`src/rtl/sdm_pkg.sv`:
```
// Shared constants and width helpers for the 1-bit sigma-delta CIC path.
package sdm_pkg;

    localparam int CIC_ORDER = 3;

    function automatic int cic_acc_w(input int order, input int r_log2);
        return order * r_log2 + 1;
    endfunction

    function automatic int cic_shift(input int order, input int r_log2, input int w);
        return order * r_log2 - w;
    endfunction

endpackage

```
`src/rtl/cic_int3.sv`:
```
// Three cascaded integrators for the sinc^3 decimator; modular wrap is intentional.
module cic_int3 #(
    parameter int ACC_W = 19
) (
    input  logic             clk_fast,
    input  logic             rst,
    input  logic             en,
    input  logic             din,
    output logic [ACC_W-1:0] i3
);

    logic [ACC_W-1:0] i1;
    logic [ACC_W-1:0] i2;

    // All stages advance together from their old values.
    always_ff @(posedge clk_fast or posedge rst) begin
        if (rst) begin
            i1 <= '0;
            i2 <= '0;
            i3 <= '0;
        end else if (en) begin
            i1 <= i1 + {{(ACC_W-1){1'b0}}, din};
            i2 <= i2 + i1;
            i3 <= i3 + i2;
        end
    end

endmodule

```
`src/rtl/sdm1b_cic_dec.sv`:
```
// Third-order CIC decimator: 1-bit unipolar sigma-delta stream in, W-bit saturated PCM out.
// Integrators live in cic_int3; decimation count, comb, clipping and settle tracking live here.
module sdm1b_cic_dec
    import sdm_pkg::*;
#(
    parameter int W      = 12,
    parameter int R_LOG2 = 6
) (
    input  logic         clk_fast,
    input  logic         rst,
    input  logic         din_en,
    input  logic         din,
    // dout_valid is a one-cycle qualifier with no back-pressure: dout is new on that
    // cycle and holds until the next pulse, so a consumer must take it when it sees it.
    output logic [W-1:0] dout,
    output logic         dout_valid,
    output logic         dout_settled,
    output logic         sat
);

    localparam int ACC_W = cic_acc_w(CIC_ORDER, R_LOG2);
    localparam int SHIFT = cic_shift(CIC_ORDER, R_LOG2, W);
    localparam int Q_W   = ACC_W - SHIFT;
    localparam logic [2:0] SETTLE_MAX = 3'd7;

    if (CIC_ORDER * R_LOG2 < W) begin : g_bad_params
        $error("sdm1b_cic_dec: CIC_ORDER*R_LOG2 must be >= W");
    end

    logic [R_LOG2-1:0] dcnt;
    logic              dec_evt;
    logic [ACC_W-1:0]  i3;
    logic [ACC_W-1:0]  z1;
    logic [ACC_W-1:0]  z2;
    logic [ACC_W-1:0]  z3;
    logic [ACC_W-1:0]  c1;
    logic [ACC_W-1:0]  c2;
    logic [ACC_W-1:0]  c3;
    logic [Q_W-1:0]    q;
    logic              clip;
    logic [2:0]        settle_cnt;

    cic_int3 #(
        .ACC_W(ACC_W)
    ) u_int3 (
        .clk_fast(clk_fast),
        .rst     (rst),
        .en      (din_en),
        .din     (din),
        .i3      (i3)
    );

    assign dec_evt = din_en && (&dcnt);

    // Comb differences use the pre-update i3; modular arithmetic recovers the true value.
    assign c1 = i3 - z1;
    assign c2 = c1 - z2;
    assign c3 = c2 - z3;

    // Only full scale (c3 = R^3) reaches bit W after truncation.
    assign q    = Q_W'(c3 >> SHIFT);
    assign clip = q[W];

    always_ff @(posedge clk_fast or posedge rst) begin
        if (rst) begin
            dcnt       <= '0;
            z1         <= '0;
            z2         <= '0;
            z3         <= '0;
            dout       <= '0;
            sat        <= 1'b0;
            dout_valid <= 1'b0;
            settle_cnt <= '0;
        end else begin
            dout_valid <= dec_evt;
            if (din_en) begin
                dcnt <= dcnt + 1'b1;
            end
            if (dec_evt) begin
                z1   <= i3;
                z2   <= c1;
                z3   <= c2;
                dout <= clip ? '1 : q[W-1:0];
                sat  <= clip;
                if (settle_cnt != SETTLE_MAX) begin
                    settle_cnt <= settle_cnt + 3'd1;
                end
            end
        end
    end

    // Three comb delays need three frames of history; the fourth output is the first clean one.
    assign dout_settled = settle_cnt[2];

endmodule

```
`config.mk`:
```
export PLATFORM = sky130hd
export DESIGN_NAME = sdm1b_cic_dec
export DESIGN_NICKNAME = d
export VERILOG_FILES = /design/src/rtl/sdm_pkg.sv /design/src/rtl/cic_int3.sv /design/src/rtl/sdm1b_cic_dec.sv
export SDC_FILE = /design/constraint.sdc
export NUM_CORES = 1
export LEC_CHECK = 0
export CAP_MARGIN = 20
export CORE_UTILIZATION = 38
export CTS_BUF_LIST = sky130_fd_sc_hd__clkbuf_4 sky130_fd_sc_hd__clkbuf_8
export DETAILED_ROUTE_END_ITERATION = 12
export PLACE_DENSITY = 0.62
export SYNTH_ARGS = -nofsm -noshare
export SYNTH_HDL_FRONTEND = slang
export SYNTH_HIERARCHICAL = 1
export SYNTH_SLANG_ARGS = --single-unit
export TNS_END_PERCENT = 1
```
`constraint.sdc`:
```
create_clock -name clk_fast -period 11.26 [get_ports clk_fast]
set_input_delay 2.252 -clock clk_fast [delete_from_list [all_inputs] [get_ports clk_fast]]
set_output_delay 2.252 -clock clk_fast [all_outputs]
set_load 0.01 [all_outputs]
```
== Word-level counts from Yosys, hierarchy flattened ==
Index checks and enable logic that the tools add are counted.

* Logic and storage cells: 24
* Flip-flop bits (word level): 137
* Output and inout bits: 15

* $add $sub $neg: 8
* Muxes and demuxes: 1
* Reduce and logical (&&, ||, !) cells: 3
* Eq/ne operators: 1

{| class="wikitable"
|+ Operator list
! kind !! count
|-
| 19-bit subtractor || 3
|-
| 19-bit adder || 2
|-
| 19-bit by 1-bit adder with 19-bit output || 1
|-
| 12-bit two-way mux || 1
|-
| 6-bit by 1-bit adder with 6-bit output, second input constant || 1
|-
| 6-bit AND reduction || 1
|-
| 3-bit by 1-bit adder with 3-bit output, second input constant || 1
|-
| 3-bit inequality test, second input constant || 1
|-
| 2-bit AND reduction || 1
|-
| 1-bit logical AND || 1
|}

== Longest topological paths before layout ==
* Depth after elaboration: 4
* Depth in mapped cells: 26
* Depth with buffers taken out: 25

== Hierarchy ==
The synthesis kept the hierarchy.

{| class="wikitable"
|+ By module, submodules not included
! module !! cells each !! area an instance (um^2) !! sequential area each (um^2) !! instances
|-
| sdm1b_cic_dec || 599 || 5,288.8 || 2,001.9 || 1
|-
| cic_int3 || 405 || 3,985.1 || 1,426.4 || 1
|}

== Least setup slack after synthesis ==
Ideal clock, no wire load.

* Kind: reg-to-reg
* Start point: register u_int3.i3[0]
* End point: register dout[10]
* Setup slack: 6.291 ns
* Cell stages (with the launch flop): 27
* Clock period less this slack: 4.969 ns
* Buffers on the path: 1
* Arrival time: 4.887 ns
* Cell sequence: dfrtp_1 > inv_1 > ha_1 > inv_1 > fa_1 > a21o_1 > and4_1 > or3_1 > xor2_1 > ha_1 > nor2_1 > nand2_1 > o221ai_2 > o21bai_1 > a21oi_1 > o21bai_1 > a21oi_1 > xnor2_1 > ha_1 > a21o_1 > a21oi_1 > o211ai_1 > a31o_2 > a21oi_1 > xnor3_1 > buf_6 > a31oi_1

* Longest elaborated chain between the ends: 4

{| class="wikitable"
|+ Ends and longest elaborated chain
! what !! line !! RTL
|-
| start, declared || cic_int3.sv:9 || <nowiki>output logic [ACC_W-1:0] i3</nowiki>
|-
| start signal, assigned || cic_int3.sv:24 || <nowiki>i3 <= i3 + i2;</nowiki>
|-
| 19-bit subtractor || sdm1b_cic_dec.sv:56 || <nowiki>assign c1 = i3 - z1;</nowiki>
|-
| named net c1[6] || sdm1b_cic_dec.sv:36 || <nowiki>logic [ACC_W-1:0] c1;</nowiki>
|-
| 19-bit subtractor || sdm1b_cic_dec.sv:57 || <nowiki>assign c2 = c1 - z2;</nowiki>
|-
| named net c2[12] || sdm1b_cic_dec.sv:37 || <nowiki>logic [ACC_W-1:0] c2;</nowiki>
|-
| 19-bit subtractor || sdm1b_cic_dec.sv:58 || <nowiki>assign c3 = c2 - z3;</nowiki>
|-
| 12-bit two-way mux || sdm1b_cic_dec.sv:83 || <nowiki>dout <= clip ? '1 : q[W-1:0];</nowiki>
|-
| end signal, assigned || sdm1b_cic_dec.sv:83 ||
|-
| end, declared || sdm1b_cic_dec.sv:15 || <nowiki>output logic [W-1:0] dout,</nowiki>
|}

The timed path passes the listed nets, and every way through them passes these cells.
A chain may end at the register's enable or synchronous reset.

== Final worst setup path ==
Same ends and word-level chain as after synthesis.

==> flow_summary.yaml <==
logic_synthesis:
  synthCells: 1004
  synth_top_cell_by_area: "dfrtp_1"
  yosys-top-cells-area: "dfrtp_1 (37%), ha_1 (13%), xnor2_1 (5.9%)"
  ys_ff_latch: 137
  yosysTopAreaCellShare_pct: 37.0
  async_flop_share_pct: 100
  synth-edff-count: 0
  syn-cell-area_um2: 9270
  yosys_most_used_dff: "dfrtp_1"
  syn-num-nets: 1106
  yosysWarnings: 6
  yosysSeqAreaShare_pct: 37.0
  postSynthAreaPerCell_um2: 9.24
  synth_cell_types: 67
grt:
  grt_pass1_wl_mm: 29.6
  grt_antenna_before_repair: 0
  grt_pass1_vias: 6490
  grt_max_degree: 82
  overflow: 0
  gr-usage-all-layers_pct: 14.7
critical_path:
  crit_slowest_cell: "xnor3_1"
  crit_family: "compound AO/OA/AOI/OAI gates"
  crit_path_cell_trace: "inv_1 > ha_1 > inv_1 > fa_1 > a21o_1 > and4_1 > nor3_2 > nor2_1 > o21ai_0 > a21oi_1 > ha_1 > inv_1 > o21ba_2 > a31oi_1 > nand3_1 > a311oi_1 > xor2_1 > ha_1 > o21ai_0 > nand2b_1 > a31o_2 > a21oi_1 > xnor3_1 > a31oi_1"
  arrival_ps: 5920
  r2r_slack_ps: 5700
  startpoint_type: "flop"
  cpPeakStageDelay_ps: 540
  required_ps: 11620
  crit_buf_inv: 3
  worstSetupEndpointType: "flop"
  critPathKind: "flop to flop"
  critPathMaxFanout: 13
die:
  rows: 56
  die_w_um: 158
  start_util_pct: 39.2
  core_area_um2: 23700
  pin_count: 19
  die_h_um: 158
  die-area_um2: 25000
timing:
  clock_skew_ps: 15.3
  setup_viol: 0
  tightest_slew_ps: 711
  fin_crit_ps: 5560
  fmax_mhz: 180
  post-route-period-util_pct: 49.4
  tns_ps: 0
  hold_viol_final: 0
  hold_ws_ps: 482
  finalMaxSlewViolations: 0
  grt_setup_unrepaired: "no"
  relSlewSlack_pct: 52.6
placed_design:
  numPortBuffers: 18
  gp_congestion: 0.846
  hpwlAfterDp_mm: 12.4
route:
  wl_mm: 17.0
  antenna_left: 0
  routedWlPerCell_um: 12.6
  vias: 6756
  drt-initial-drc-count: 281
  vias_per_cell: 4.99
  drtPass1Iterations: 5
  drcViolationCount: 0
clock_tree:
  cts_sinks: 137
  ctsHoldBuffers: 0
  clockBufferDepth: 2
  ctsResizeCount: 0
  clock_latency_ps: 450
  clkTransAtPathRegs_ps: 80
  cts_tree: "yes"
  cts_root_buf: "clkbuf_8"
  htree_levels: 4
  postCtsSetupBuffers: 0
  cts_buffers: 17
power:
  ir_drop_v: 0.000172
  p_clk_share_pct: 10.9
  p_per_area_nw_per_um2: 328
  power.internal_uw: 1790
  leakage_uw: 0.00492
  power_frac_comb_pct: 66.7
  sequentialPowerShare_pct: 22.4
  swShare_pct: 46.3
  switchingPower_uw: 1540
layout:
  drive_above_1_share_pct: 9.48
  diodes: 0
  final_common_cell: "dfrtp_1"
  fill_cells: 2389
  syn_to_final_growth_pct: 9.46
  layout_common_cells: "dfrtp_1 (137), nand2_1 (112), ha_1 (94)"
  fin_nets: 1123
outcome:
  outcome: "finished, final reports clean"
flow_run:
  cap_violations: 0
hold_path:
  holdCritPathClass: "flop to flop"
## power by group through the flow
stage,clock (uW),sequential (uW),combinational [uW]
final,363,746,2220
after floorplan,0,728,1870
after global placement,0,751,2200
after global routing,397,768,2510
after CTS,380,748,2230
after detailed placement,0,757,2210
## per-stage QoR
stage	total power [uW]	utilization, %	instance area [um^2]	worst slack, ps	cells
2_1_floorplan	2600	-	9270	6290	1004
3_3_place_gp	2950	41.3	9770	5840	1320
3_5_place_dp	2970	41.3	9770	5680	1320
4_1_cts	3360	42.7	10100	5660	1352
5_1_grt	3670	42.9	10200	5180	1353
6_report	3330	42.9	10200	5700	1353
## state kept, by name (all words and copies together), names as in the netlist, 3 cells and up
name	flops
u_int3/i2	19
settle_cnt	3
dcnt	6
u_int3/i1	19
z3	19
z2	19
dout	12
u_int3/i3	19
z1	19
## routing by layer
| metal | routed length [um] | GRT usage [%] | up-vias |
|---|---|---|---|
| met1 | 8450 | 18.8 | 3115 |
| li1 | - | - | 3557 |
| met2 | 7910 | 24.8 | 68 |
| met3 | 434 | 3.18 | 16 |
| met5 | 0 | 0 | - |
| met4 | 225 | 4.35 | 0 |
## final timing paths
| path | cells after the start | from | end |
|---|---|---|---|
| max | 24 | u_int3/i3[0]$_DFFE_PP0P_ | dout[10]$_DFFE_PP0P_ |
| min | 2 | z3[0]$_DFFE_PP0P_ | z3[0]$_DFFE_PP0P_ |
| max reg2reg | 24 | u_int3/i3[0]$_DFFE_PP0P_ | dout[10]$_DFFE_PP0P_ |
| min reg2reg | 2 | z3[0]$_DFFE_PP0P_ | z3[0]$_DFFE_PP0P_ |
| max in group asynchronous | 3 | rst | u_int3/i1[8]$_DFFE_PP0P_ |
| min in group asynchronous | 3 | rst | z1[15]$_DFFE_PP0P_ |
## cells in the mapped netlist (all sizes together), types with 3 or more instances
cell type	count
dfrtp	137
nand2	112
ha	94
inv	85
o21ai	84
a21oi	67
xnor2	63
nor2	57
mux2	36
xor2	33
a21o	28
a31oi	25
nand3	20
clkbuf	18
nand4	13
nor3	13
o21a	11
nand2b	9
and3	8
buf	8
o21bai	8
and2	7
o31ai	7
nor2b	6
o211ai	6
a21boi	5
and4	4
fa	4
a211oi	3
a311oi	3
a31o	3
mux2i	3
or2	3
or3	3
## worst min-delay path: stages, from the launching register on
cell and delay (ps):
dfrtp_1 340, nand2_1 50, o21ai_0 60
## area by class of cell
type / instances / area, um^2 / area share (%)
clock buffers: 19 / 255 / 2.51
clock inverters: 13 / 96.3 / 0.949
inverters: 85 / 320 / 3.16
multi-input cells: 756 / 5410 / 53.3
flip-flops and latches: 137 / 3430 / 33.8
well taps: 319 / 399 / 3.93
repair buffers: 24 / 240 / 2.37
## logic make-up (layout without fill, tap and decap cells)
group / count (synthesis) / count (layout) / share of synthesized area, %
flip-flops: 137 / 137 / 37.0
XOR/XNOR: 97 / 97 / 9.31
AO/OA/AOI/OAI: 264 / 264 / 18.1
multiplexers: 39 / 39 / 4.74
buffers and inverters: 111 / 141 / 4.68
AND/OR/NAND/NOR: 258 / 258 / 12.7
adder cells (fa/ha/maj): 98 / 98 / 13.5
Power figures use the tool's default switching activity.
